[src/rtl/ov7670_color_tracker_if.sv]
// rtl/ov7670_color_tracker_if.sv - pixel stream in, per-frame tracking results out
interface ov7670_color_tracker_if;
  logic        DE;
  logic [9:0]  x_pixel;
  logic [9:0]  y_pixel;
  logic [3:0]  r_port;
  logic [3:0]  g_port;
  logic [3:0]  b_port;
  logic        done;
  logic        found;
  logic [18:0] pix_count;
  logic [9:0]  cx;
  logic [9:0]  cy;
  logic [9:0]  x_min;
  logic [9:0]  x_max;
  logic [9:0]  y_min;
  logic [9:0]  y_max;
  logic        busy;

  // Tracker side: consumes pixels, produces results
  modport slave (
    input  DE, x_pixel, y_pixel, r_port, g_port, b_port,
    output done, found, pix_count, cx, cy, x_min, x_max, y_min, y_max, busy
  );

  // Video source / result consumer side
  modport master (
    output DE, x_pixel, y_pixel, r_port, g_port, b_port,
    input  done, found, pix_count, cx, cy, x_min, x_max, y_min, y_max, busy
  );
endinterface

[src/rtl/ov7670_color_tracker.sv]
// rtl/ov7670_color_tracker.sv - colour-window blob tracker with per-frame centroid
module ov7670_color_tracker #(
  parameter int          H_ACTIVE  = 640,
  parameter int          V_ACTIVE  = 480,
  parameter logic [3:0]  R_MIN     = 4'd10,
  parameter logic [3:0]  G_MAX     = 4'd5,
  parameter logic [3:0]  B_MAX     = 4'd5,
  parameter logic [18:0] MIN_COUNT = 19'd64
) (
  input  logic                    clk,
  input  logic                    reset,
  ov7670_color_tracker_if.slave   bus
);

  localparam logic [9:0] X_LAST = 10'(H_ACTIVE - 1);
  localparam logic [9:0] Y_LAST = 10'(V_ACTIVE - 1);

  typedef enum logic [1:0] {IDLE, DIV_X, DIV_Y, DONE} state_t;
  state_t state, state_nxt;

  logic        m1, f1, l1;
  logic [9:0]  x1, y1;
  logic [18:0] cnt, cnt_n, cnt_snap;
  logic [27:0] sx, sy, sx_n, sy_n, sx_snap, sy_snap;
  logic [9:0]  bx0, bx1, by0, by1, bx0_n, bx1_n, by0_n, by1_n;
  logic [9:0]  bx0_snap, bx1_snap, by0_snap, by1_snap;
  logic        armed, start, take;
  logic [27:0] dvd;
  logic [18:0] rem, rem_nxt, diff;
  logic [19:0] rem_sh;
  logic        q_bit;
  logic [9:0]  quot, qx;
  logic [4:0]  bit_cnt;
  logic        done_q, found_q;
  logic [18:0] pix_q;
  logic [9:0]  cx_q, cy_q, xmin_q, xmax_q, ymin_q, ymax_q;

  // Stage 1: classify the pixel and flag frame boundaries
  always_ff @(posedge clk) begin
    if (reset) begin
      m1 <= 1'b0; f1 <= 1'b0; l1 <= 1'b0; x1 <= '0; y1 <= '0;
    end else begin
      m1 <= bus.DE && (bus.r_port >= R_MIN) && (bus.g_port <= G_MAX) && (bus.b_port <= B_MAX);
      f1 <= bus.DE && (bus.x_pixel == 10'd0) && (bus.y_pixel == 10'd0);
      l1 <= bus.DE && (bus.x_pixel == X_LAST) && (bus.y_pixel == Y_LAST);
      x1 <= bus.x_pixel;
      y1 <= bus.y_pixel;
    end
  end

  // Stage 2 next values: the first pixel restarts the frame from itself alone
  always_comb begin
    cnt_n = cnt; sx_n = sx; sy_n = sy;
    bx0_n = bx0; bx1_n = bx1; by0_n = by0; by1_n = by1;
    if (f1) begin
      if (m1) begin
        cnt_n = 19'd1; sx_n = {18'd0, x1}; sy_n = {18'd0, y1};
        bx0_n = x1; bx1_n = x1; by0_n = y1; by1_n = y1;
      end else begin
        cnt_n = '0; sx_n = '0; sy_n = '0;
        bx0_n = 10'd1023; bx1_n = '0; by0_n = 10'd1023; by1_n = '0;
      end
    end else if (m1) begin
      cnt_n = cnt + 19'd1;
      sx_n  = sx + {18'd0, x1};
      sy_n  = sy + {18'd0, y1};
      if (x1 < bx0) bx0_n = x1;
      if (x1 > bx1) bx1_n = x1;
      if (y1 < by0) by0_n = y1;
      if (y1 > by1) by1_n = y1;
    end
  end

  // A frame end is accepted only once armed and while the divider is free
  assign take = l1 && armed && (state == IDLE) && !start;

  // Stage 2 accumulators, frame snapshot and divider start request
  always_ff @(posedge clk) begin
    if (reset) begin
      cnt <= '0; sx <= '0; sy <= '0; bx0 <= '0; bx1 <= '0; by0 <= '0; by1 <= '0;
      armed <= 1'b0; start <= 1'b0;
      cnt_snap <= '0; sx_snap <= '0; sy_snap <= '0;
      bx0_snap <= '0; bx1_snap <= '0; by0_snap <= '0; by1_snap <= '0;
    end else begin
      cnt <= cnt_n; sx <= sx_n; sy <= sy_n;
      bx0 <= bx0_n; bx1 <= bx1_n; by0 <= by0_n; by1 <= by1_n;
      if (f1) armed <= 1'b1;
      start <= take;
      if (take) begin
        cnt_snap <= cnt_n; sx_snap <= sx_n; sy_snap <= sy_n;
        bx0_snap <= bx0_n; bx1_snap <= bx1_n; by0_snap <= by0_n; by1_snap <= by1_n;
      end
    end
  end

  // One restoring-division step; rem stays below the divisor so 19 bits suffice
  always_comb begin
    rem_sh  = {rem, dvd[27]};
    q_bit   = (rem_sh >= {1'b0, cnt_snap});
    diff    = rem_sh[18:0] - cnt_snap;
    rem_nxt = q_bit ? diff : rem_sh[18:0];
  end

  // FSM state register
  always_ff @(posedge clk) begin
    if (reset) state <= IDLE;
    else       state <= state_nxt;
  end

  // FSM next state: two fixed-length divides then publish
  always_comb begin
    state_nxt = state;
    case (state)
      IDLE:    if (start) state_nxt = DIV_X;
      DIV_X:   if (bit_cnt == 5'd27) state_nxt = DIV_Y;
      DIV_Y:   if (bit_cnt == 5'd27) state_nxt = DONE;
      DONE:    state_nxt = IDLE;
      default: state_nxt = IDLE;
    endcase
  end

  // Divider datapath and result registers
  always_ff @(posedge clk) begin
    if (reset) begin
      dvd <= '0; rem <= '0; quot <= '0; qx <= '0; bit_cnt <= '0;
      done_q <= 1'b0; found_q <= 1'b0; pix_q <= '0;
      cx_q <= '0; cy_q <= '0; xmin_q <= '0; xmax_q <= '0; ymin_q <= '0; ymax_q <= '0;
    end else begin
      done_q <= 1'b0;
      case (state)
        IDLE: begin
          if (start) begin
            dvd <= sx_snap; rem <= '0; quot <= '0; bit_cnt <= '0;
          end
        end
        DIV_X, DIV_Y: begin
          rem     <= rem_nxt;
          quot    <= {quot[8:0], q_bit};
          dvd     <= {dvd[26:0], 1'b0};
          bit_cnt <= bit_cnt + 5'd1;
          if (state == DIV_X && bit_cnt == 5'd27) begin
            qx <= {quot[8:0], q_bit};
            dvd <= sy_snap; rem <= '0; quot <= '0; bit_cnt <= '0;
          end
        end
        DONE: begin
          done_q <= 1'b1;
          pix_q  <= cnt_snap;
          if (cnt_snap == 19'd0) begin
            found_q <= 1'b0; cx_q <= '0; cy_q <= '0;
            xmin_q <= '0; xmax_q <= '0; ymin_q <= '0; ymax_q <= '0;
          end else begin
            found_q <= (cnt_snap >= MIN_COUNT);
            cx_q <= qx; cy_q <= quot;
            xmin_q <= bx0_snap; xmax_q <= bx1_snap; ymin_q <= by0_snap; ymax_q <= by1_snap;
          end
        end
        default: ;
      endcase
    end
  end

  assign bus.done      = done_q;
  assign bus.found     = found_q;
  assign bus.pix_count = pix_q;
  assign bus.cx        = cx_q;
  assign bus.cy        = cy_q;
  assign bus.x_min     = xmin_q;
  assign bus.x_max     = xmax_q;
  assign bus.y_min     = ymin_q;
  assign bus.y_max     = ymax_q;
  assign bus.busy      = (state == DIV_X) || (state == DIV_Y);

endmodule

[src/flat_wrapper.sv]
// flat-port wrapper written by rule: the top's interface ports become plain ports
module ov7670_color_tracker_flat 
#(
  parameter int          H_ACTIVE  = 640,
  parameter int          V_ACTIVE  = 480,
  parameter logic [3:0]  R_MIN     = 4'd10,
  parameter logic [3:0]  G_MAX     = 4'd5,
  parameter logic [3:0]  B_MAX     = 4'd5,
  parameter logic [18:0] MIN_COUNT = 19'd64
)
  (clk, reset, bus_DE, bus_x_pixel, bus_y_pixel, bus_r_port, bus_g_port, bus_b_port, bus_done, bus_found, bus_pix_count, bus_cx, bus_cy, bus_x_min, bus_x_max, bus_y_min, bus_y_max, bus_busy);
  ov7670_color_tracker_if bus_i ();
  input  logic clk;
  input  logic reset;
  input wire logic [$bits(bus_i.DE)-1:0] bus_DE;
  input wire logic [$bits(bus_i.x_pixel)-1:0] bus_x_pixel;
  input wire logic [$bits(bus_i.y_pixel)-1:0] bus_y_pixel;
  input wire logic [$bits(bus_i.r_port)-1:0] bus_r_port;
  input wire logic [$bits(bus_i.g_port)-1:0] bus_g_port;
  input wire logic [$bits(bus_i.b_port)-1:0] bus_b_port;
  output wire logic [$bits(bus_i.done)-1:0] bus_done;
  output wire logic [$bits(bus_i.found)-1:0] bus_found;
  output wire logic [$bits(bus_i.pix_count)-1:0] bus_pix_count;
  output wire logic [$bits(bus_i.cx)-1:0] bus_cx;
  output wire logic [$bits(bus_i.cy)-1:0] bus_cy;
  output wire logic [$bits(bus_i.x_min)-1:0] bus_x_min;
  output wire logic [$bits(bus_i.x_max)-1:0] bus_x_max;
  output wire logic [$bits(bus_i.y_min)-1:0] bus_y_min;
  output wire logic [$bits(bus_i.y_max)-1:0] bus_y_max;
  output wire logic [$bits(bus_i.busy)-1:0] bus_busy;
  assign bus_i.DE = bus_DE;
  assign bus_i.x_pixel = bus_x_pixel;
  assign bus_i.y_pixel = bus_y_pixel;
  assign bus_i.r_port = bus_r_port;
  assign bus_i.g_port = bus_g_port;
  assign bus_i.b_port = bus_b_port;
  assign bus_done = bus_i.done;
  assign bus_found = bus_i.found;
  assign bus_pix_count = bus_i.pix_count;
  assign bus_cx = bus_i.cx;
  assign bus_cy = bus_i.cy;
  assign bus_x_min = bus_i.x_min;
  assign bus_x_max = bus_i.x_max;
  assign bus_y_min = bus_i.y_min;
  assign bus_y_max = bus_i.y_max;
  assign bus_busy = bus_i.busy;
  ov7670_color_tracker #(.H_ACTIVE(H_ACTIVE), .V_ACTIVE(V_ACTIVE), .R_MIN(R_MIN), .G_MAX(G_MAX), .B_MAX(B_MAX), .MIN_COUNT(MIN_COUNT)) u_core (.clk(clk), .reset(reset), .bus(bus_i));
endmodule
[config.mk]
export PLATFORM = sky130hd
export DESIGN_NAME = ov7670_color_tracker_flat
export DESIGN_NICKNAME = d
export VERILOG_FILES = /design/src/rtl/ov7670_color_tracker_if.sv /design/src/rtl/ov7670_color_tracker.sv /design/src/flat_wrapper.sv
export SDC_FILE = /design/constraint.sdc
export NUM_CORES = 1
export LEC_CHECK = 0
export BUFFER_PORTS_ARGS = -buffer_cell sky130_fd_sc_hd__buf_2
export CAP_MARGIN = 20
export CORE_MARGIN = 2
export CORE_UTILIZATION = 61
export CTS_CLUSTER_SIZE = 40
export DETAILED_ROUTE_END_ITERATION = 8
export PLACE_DENSITY = 0.91
export RECOVER_POWER = 50
export SLEW_MARGIN = 20
export SYNTH_ARGS = -nofsm -noshare
export SYNTH_HDL_FRONTEND = slang
export SYNTH_SLANG_ARGS = --single-unit
[constraint.sdc]
create_clock -name clk -period 3 [get_ports clk]
set_input_delay 0.75 -clock clk [delete_from_list [all_inputs] [get_ports clk]]
set_output_delay 0.75 -clock clk [all_outputs]
set_load 0.05 [all_outputs]
* After elaboration in Yosys (flattened, before gate mapping)
Cells that the tools add are included.
** Word-level totals
- Register bits :: 410
- Latch bits :: 0
- RAM bits :: 0
- Bits in read-only memories :: 0
- Input port bits :: 35
- Output and inout bits :: 82
- Logic and storage cells :: 131
- Memories :: 0
** Cells by class
- $add $sub $neg :: 5
- Multipliers :: 0
- Divide/modulo/power cells :: 0
- Magnitude comparators :: 9
- Equal/unequal tests :: 9
- Shift operators :: 0
- Muxes and demuxes :: 50
- Bitwise operators :: 0
- Reductions and logical operators :: 22
** Operators with widths (count)
- $mux 10 :: 26
- $mux 28 :: 6
- $mux 19 :: 5
- $add 28x10->28 :: 2
- $pmux 28 s2 :: 1
- $pmux 19 s2 :: 1
- $ge 20x19->1 :: 1
- $gt 10x10->1 :: 2
- $logic_not 10->1 :: 2
- $lt 10x10->1 :: 2
- $pmux 10 s2 :: 1
- $add 19x1->19 const B :: 1
- $ge 19x7->1 const B :: 1
- $logic_not 19->1 :: 1
- $sub 19x19->19 :: 1
- $logic_and 1x1->1 :: 11
- $eq 10x10->1 const B :: 1
- $eq 10x9->1 const B :: 1
- $mux 5 :: 2
- $pmux 5 s2 :: 1
- $le 4x3->1 const B :: 2
- $pmux 2 s4 :: 1
- $mux 2 :: 3
- $add 5x1->5 const B :: 1
- other kinds (14) :: 19

* Logic depth before layout (Yosys ltp)
- Depth after elaboration :: 4
- Gate-level depth with buffers :: 12

* Least setup slack after synthesis
No wires, ideal clock.
- Path kind :: register to register
- From :: register u_core.cnt_snap[0]
- To :: register u_core.rem[13]
- Arrival time :: 2.285 ns
- Required time :: 2.873 ns
- Slack :: 0.588 ns
- Cell stages (with the launch flop) :: 12
- Path buffers :: 1
- Clock period less this slack :: 2.412 ns
- Cells stage by stage :: dfxtp_1 > ha_1 > inv_1 > fa_1 > a21oi_1 > o22ai_1 > nor4_1 > o21bai_1 > o21ai_4 > buf_6 > mux2i_1 > o21ai_1
** Between the ends
- Cells in the longest elaborated chain, start to end :: 4
** Ends and longest elaborated chain
- from (decl) :: line ov7670_color_tracker.sv:23 : logic [18:0] cnt, cnt_n, cnt_snap;
- from (signal assigned) :: line ov7670_color_tracker.sv:90 : cnt_snap <= cnt_n; sx_snap <= sx_n; sy_snap <= sy_n;
- $sub 19x19->19 or $ge 20x19->1 (tied branches) :: line ov7670_color_tracker.sv:100, ov7670_color_tracker.sv:99
- $mux 19 (*) :: line ov7670_color_tracker.sv:101 : rem_nxt = q_bit ? diff : rem_sh[18:0];
- $mux 19 (*) :: line ov7670_color_tracker.sv:141 : if (state == DIV_X && bit_cnt == 5'd27) begin
- $pmux 19 s2 (*) :: line ov7670_color_tracker.sv:130 : case (state)
- to (signal assigned) :: line ov7670_color_tracker.sv:137 : rem <= rem_nxt;
- to (decl) :: line ov7670_color_tracker.sv:29 : logic [18:0] rem, rem_nxt, diff;
Mark *: on every way between the ends. The rest lies on a longest branch, timed or not.
A chain may end at the register's enable or synchronous reset.

* Worst setup path after layout
- From :: input reset
- To :: register u_core.y1[1]
** RTL lines
- from (decl) :: line flat_wrapper.sv:14 : input logic reset;
- to (signal assigned) :: line ov7670_color_tracker.sv:47 : y1 <= bus.y_pixel;
- to (decl) :: line ov7670_color_tracker.sv:22 : logic [9:0] x1, y1;
No word-level cell between the ends.

==> results.ini <==
[floorplanning]
die_h_um=179
top_ports=117
fp-row-count=63
design.core.area_mm2=0.0298
die_w_um=179
die-area_mm2=0.0319
start_util_pct=62.4

[synthesis]
yosysTopAreaCell=dfxtp_1
syn_warnings=0
part_of_the_yosys_area_used_for_sequential_elements_pct=44.1
synth_cell_area_mm2=0.0186
synth_enable_flop_cells=0
synth_cells=2186
post_synth_main_area_contributors=dfxtp_1 44%, nor2_1 7.5%, ha_1 5.6%
synth.top_cell.area_share_pct=44.1
postSynthRegisterBits=410
dominantRegCellSynth=dfxtp_1
synth_nets=2307
count_of_different_cell_masters_after_synthesis=75
synthesis.area_per_instance_um2=8.51
async_reset_ff_share_pct=0

[routing]
route.detailed.vias_per_inst=6.11
number_of_routed_nets_with_antenna_violations=0
wl_mm=47.6
dr.first_iter.drc_count=1452
route.vias.total=16341
detail_route.wl_per_cell_um=17.8
drc=0
detail_route.first_pass.iterations=7

[power_and_ir_drop]
power.ir.vdd_worst_v=0.000363
power.static_leakage_nw=7.93
power_density_mw_per_mm2=558

[worst_hold_path]
worstHoldStart=bus_g_port[3]
whs_path_depth=2
path_category_of_the_worst_min_delay_check=input pin to flop
holdPathEnd=u_core.m1$_SDFF_PP0_

[sta]
hold_viol=0
finalHoldWorstSlack_ns=0.370
timing.fmax_mhz=360
max-slew-margin-rel_pct=11.4
post-route-period-util_pct=92.6
worst_slew_pin_slew_ns=1.33
setup_viol_count_final=0
min_period_ns=2.78
tns_ns=0
clock-skew-final_ns=0.0183
rsz_0062_raised_after_global_routing=false
fin_max_slew_vios=0

[clocking]
clock_insertion_delay_worst_skew_ns=0.55
clk_root_buffer_cell=clkbuf_16
tritoncts=done
tritoncts.num_buffers=42
cts_htree_levels=2
clkSinkCount=410
cts-root-to-sink-buffers=3
clk_slew_on_worst_s_h_paths_ns=0.06

[worst_setup_path]
cpLargestDelayFamily=buffers and inverters
critical_path_buf_inv_count=2
worst-setup-path-type=input pin to flop
cp_data_arrival_time_ns=3.14
timing.critical_path.cells=clkbuf_2 > clkbuf_4 > nor2b_1
worstRegToRegCells=9
crit_path_top_delay_cell=clkbuf_4
endpoint_kind=flop
max_stage_delay_ns=1.21
rrSetupSlack_ns=0.23
max_fo_critical_path=121
critPathLaunchType=input pin
worst-endpoint-required_ns=3.36
r2r_start=u_core.x1[1]$_SDFF_PP0_
timing.rr.end=u_core.sx_snap[9]$_SDFFE_PP0P_

[layout]
finalNetCount=2375
post_route_cells_drive_above_1_share_pct=7.09
area_growth_syn_to_layout_pct=11.6
finalInstanceArea_mm2=0.0208
num_antenna_cells=0

[grt]
antenna_found_initial=0
grt_first_pass_wirelength_mm=76.3
number_of_global_route_vias_before_repair=15954
gr-usage-all-layers_pct=29.3
grt_overflow=0
grt_max_degree=122

[place]
gp_congestion=0.942
detailed_place.area_mm2=0.0195
io_buffer_count=113
place_hpwl_mm=31.5

[status]
result_of_the_run=finished clean

[flow_run]
max-cap-violations=0

-- synthesized netlist by cell type, drive strengths merged, types with 13 or more instances --
cell type    n
ha          83
a211oi      62
nand2b      16
nor2       371
buf         35
inv         85
a311oi      27
and3        17
a21o        20
nor2b      102
clkbuf      95
nor3        48
nand2      157
dfxtp      410
nand4       24
o21ai      111
a22oi       13
nand3       47
xor2        43
a21oi      166
o21a        16
xnor2       33
mux2i       86
-- registers in the layout, indices dropped and copies added, names as in the netlist, 19 cells and up --
register / flops
u_core.rem: 19
u_core.cnt: 19
u_core.sy: 28
u_core.cnt_snap: 19
u_core.dvd: 28
u_core.sx_snap: 28
u_core.bus.pix_count: 19
u_core.sx: 28
u_core.sy_snap: 28
-- worst reg2reg max path, stage by stage, from the launching register on --
cell      delay, ns
dfxtp_1        0.32
buf_4          0.16
ha_1           0.29
a211oi_1       0.38
o211ai_1       0.21
a211oi_1       0.34
nor2_1         0.07
nor4_1         0.40
nor3_1         0.19
a311oi_1       0.29
-- cells by family (layout without fill, tap and decap cells) --
group / Yosys count / in the layout / share of synthesized area (%)
AND/OR/NAND/NOR: 820 / 820 / 20.2
AO/OA/AOI/OAI: 491 / 491 / 16.8
flip-flops: 410 / 410 / 44.1
buffers and inverters: 216 / 314 / 4.69
multiplexers: 87 / 87 / 4.69
adder cells (fa/ha/maj): 86 / 86 / 5.91
XOR/XNOR: 76 / 76 / 3.58
-- report_power, final --
part | internal (mW) | switching [mW] | total [mW]
sequential | 5.48 | 0.0496 | 5.53
clock | 3.05 | 2.14 | 5.19
combinational | 0.233 | 0.626 | 0.859
-- timing repair --
action                                 CTS  global route
setup endpoints to repair                0            12
hold buffers                             0             0
endpoints found under the hold margin    0             0
buffers inserted                         0             0
resized for setup                        0             5
-- per-layer routing --
metal / GRT usage (%) / wire [um]
met1: 35.2 / 19100
met2: 50.6 / 22900
met3: 3.99 / 3290
met4: 16.3 / 2310
met5: 0 / 0
-- per-stage QoR --
step | worst slack [ns] | std cells | power (mW) | utilization [%]
final | 0.221 | 2674 | 11.6 | 69.7
after global routing | 0.0746 | 2674 | 11.9 | 69.7
after CTS | 0.107 | 2674 | 11.6 | 70.2
after detailed placement | 0.209 | 2600 | 6.49 | 65.6
after global placement | 0.240 | 2600 | 6.46 | 65.6
after floorplan | 0.588 | 2186 | 6.23 | -
-- cell usage in the layout, fill, tap and decap left out, types with 18 or more instances in the layout --
cell type,netlist,layout
buf_4,2,29
a211oi_1,62,62
mux2i_1,86,86
nand3_1,46,46
clkbuf_16,0,43
clkbuf_1,95,92
nand4_1,23,23
a311oi_1,26,26
dfxtp_1,410,408
o21ai_0,89,89
o21ai_1,19,18
ha_1,83,82
nand2_1,157,157
nor3_1,48,48
buf_2,19,31
a21o_1,20,20
a21oi_1,166,166
xnor2_1,33,33
inv_1,85,85
nor2_1,371,370
nor2b_1,101,101
xor2_1,43,43
-- worst max-delay path by stage --
stage	from	end	depth (start not counted)
floorplan	u_core.cnt_snap[0]$_SDFFE_PP0P_	u_core.rem[13]$_SDFFE_PP0P_	11
global placement	u_core.cnt_snap[0]$_SDFFE_PP0P_	u_core.rem[1]$_SDFFE_PP0P_	11
detailed placement	u_core.cnt_snap[0]$_SDFFE_PP0P_	u_core.rem[7]$_SDFFE_PP0P_	11
CTS	u_core.cnt_snap[0]$_SDFFE_PP0P_	u_core.rem[3]$_SDFFE_PP0P_	11
global route	u_core.x1[0]$_SDFF_PP0_	u_core.sx_snap[12]$_SDFFE_PP0P_	10
finish	reset	u_core.y1[1]$_SDFF_PP0_	3
-- final cells by class --
type                       count  area [um2]
clock buffer                  62        1250
clock inverter                12         123
fill                        2143        9030
inverter                      86         323
multi-input combinational   1560        9560
sequential                   410        8210
tap                          390         488
timing repair buffer         154         811
No activity file was read; power rests on OpenSTA's default activity.
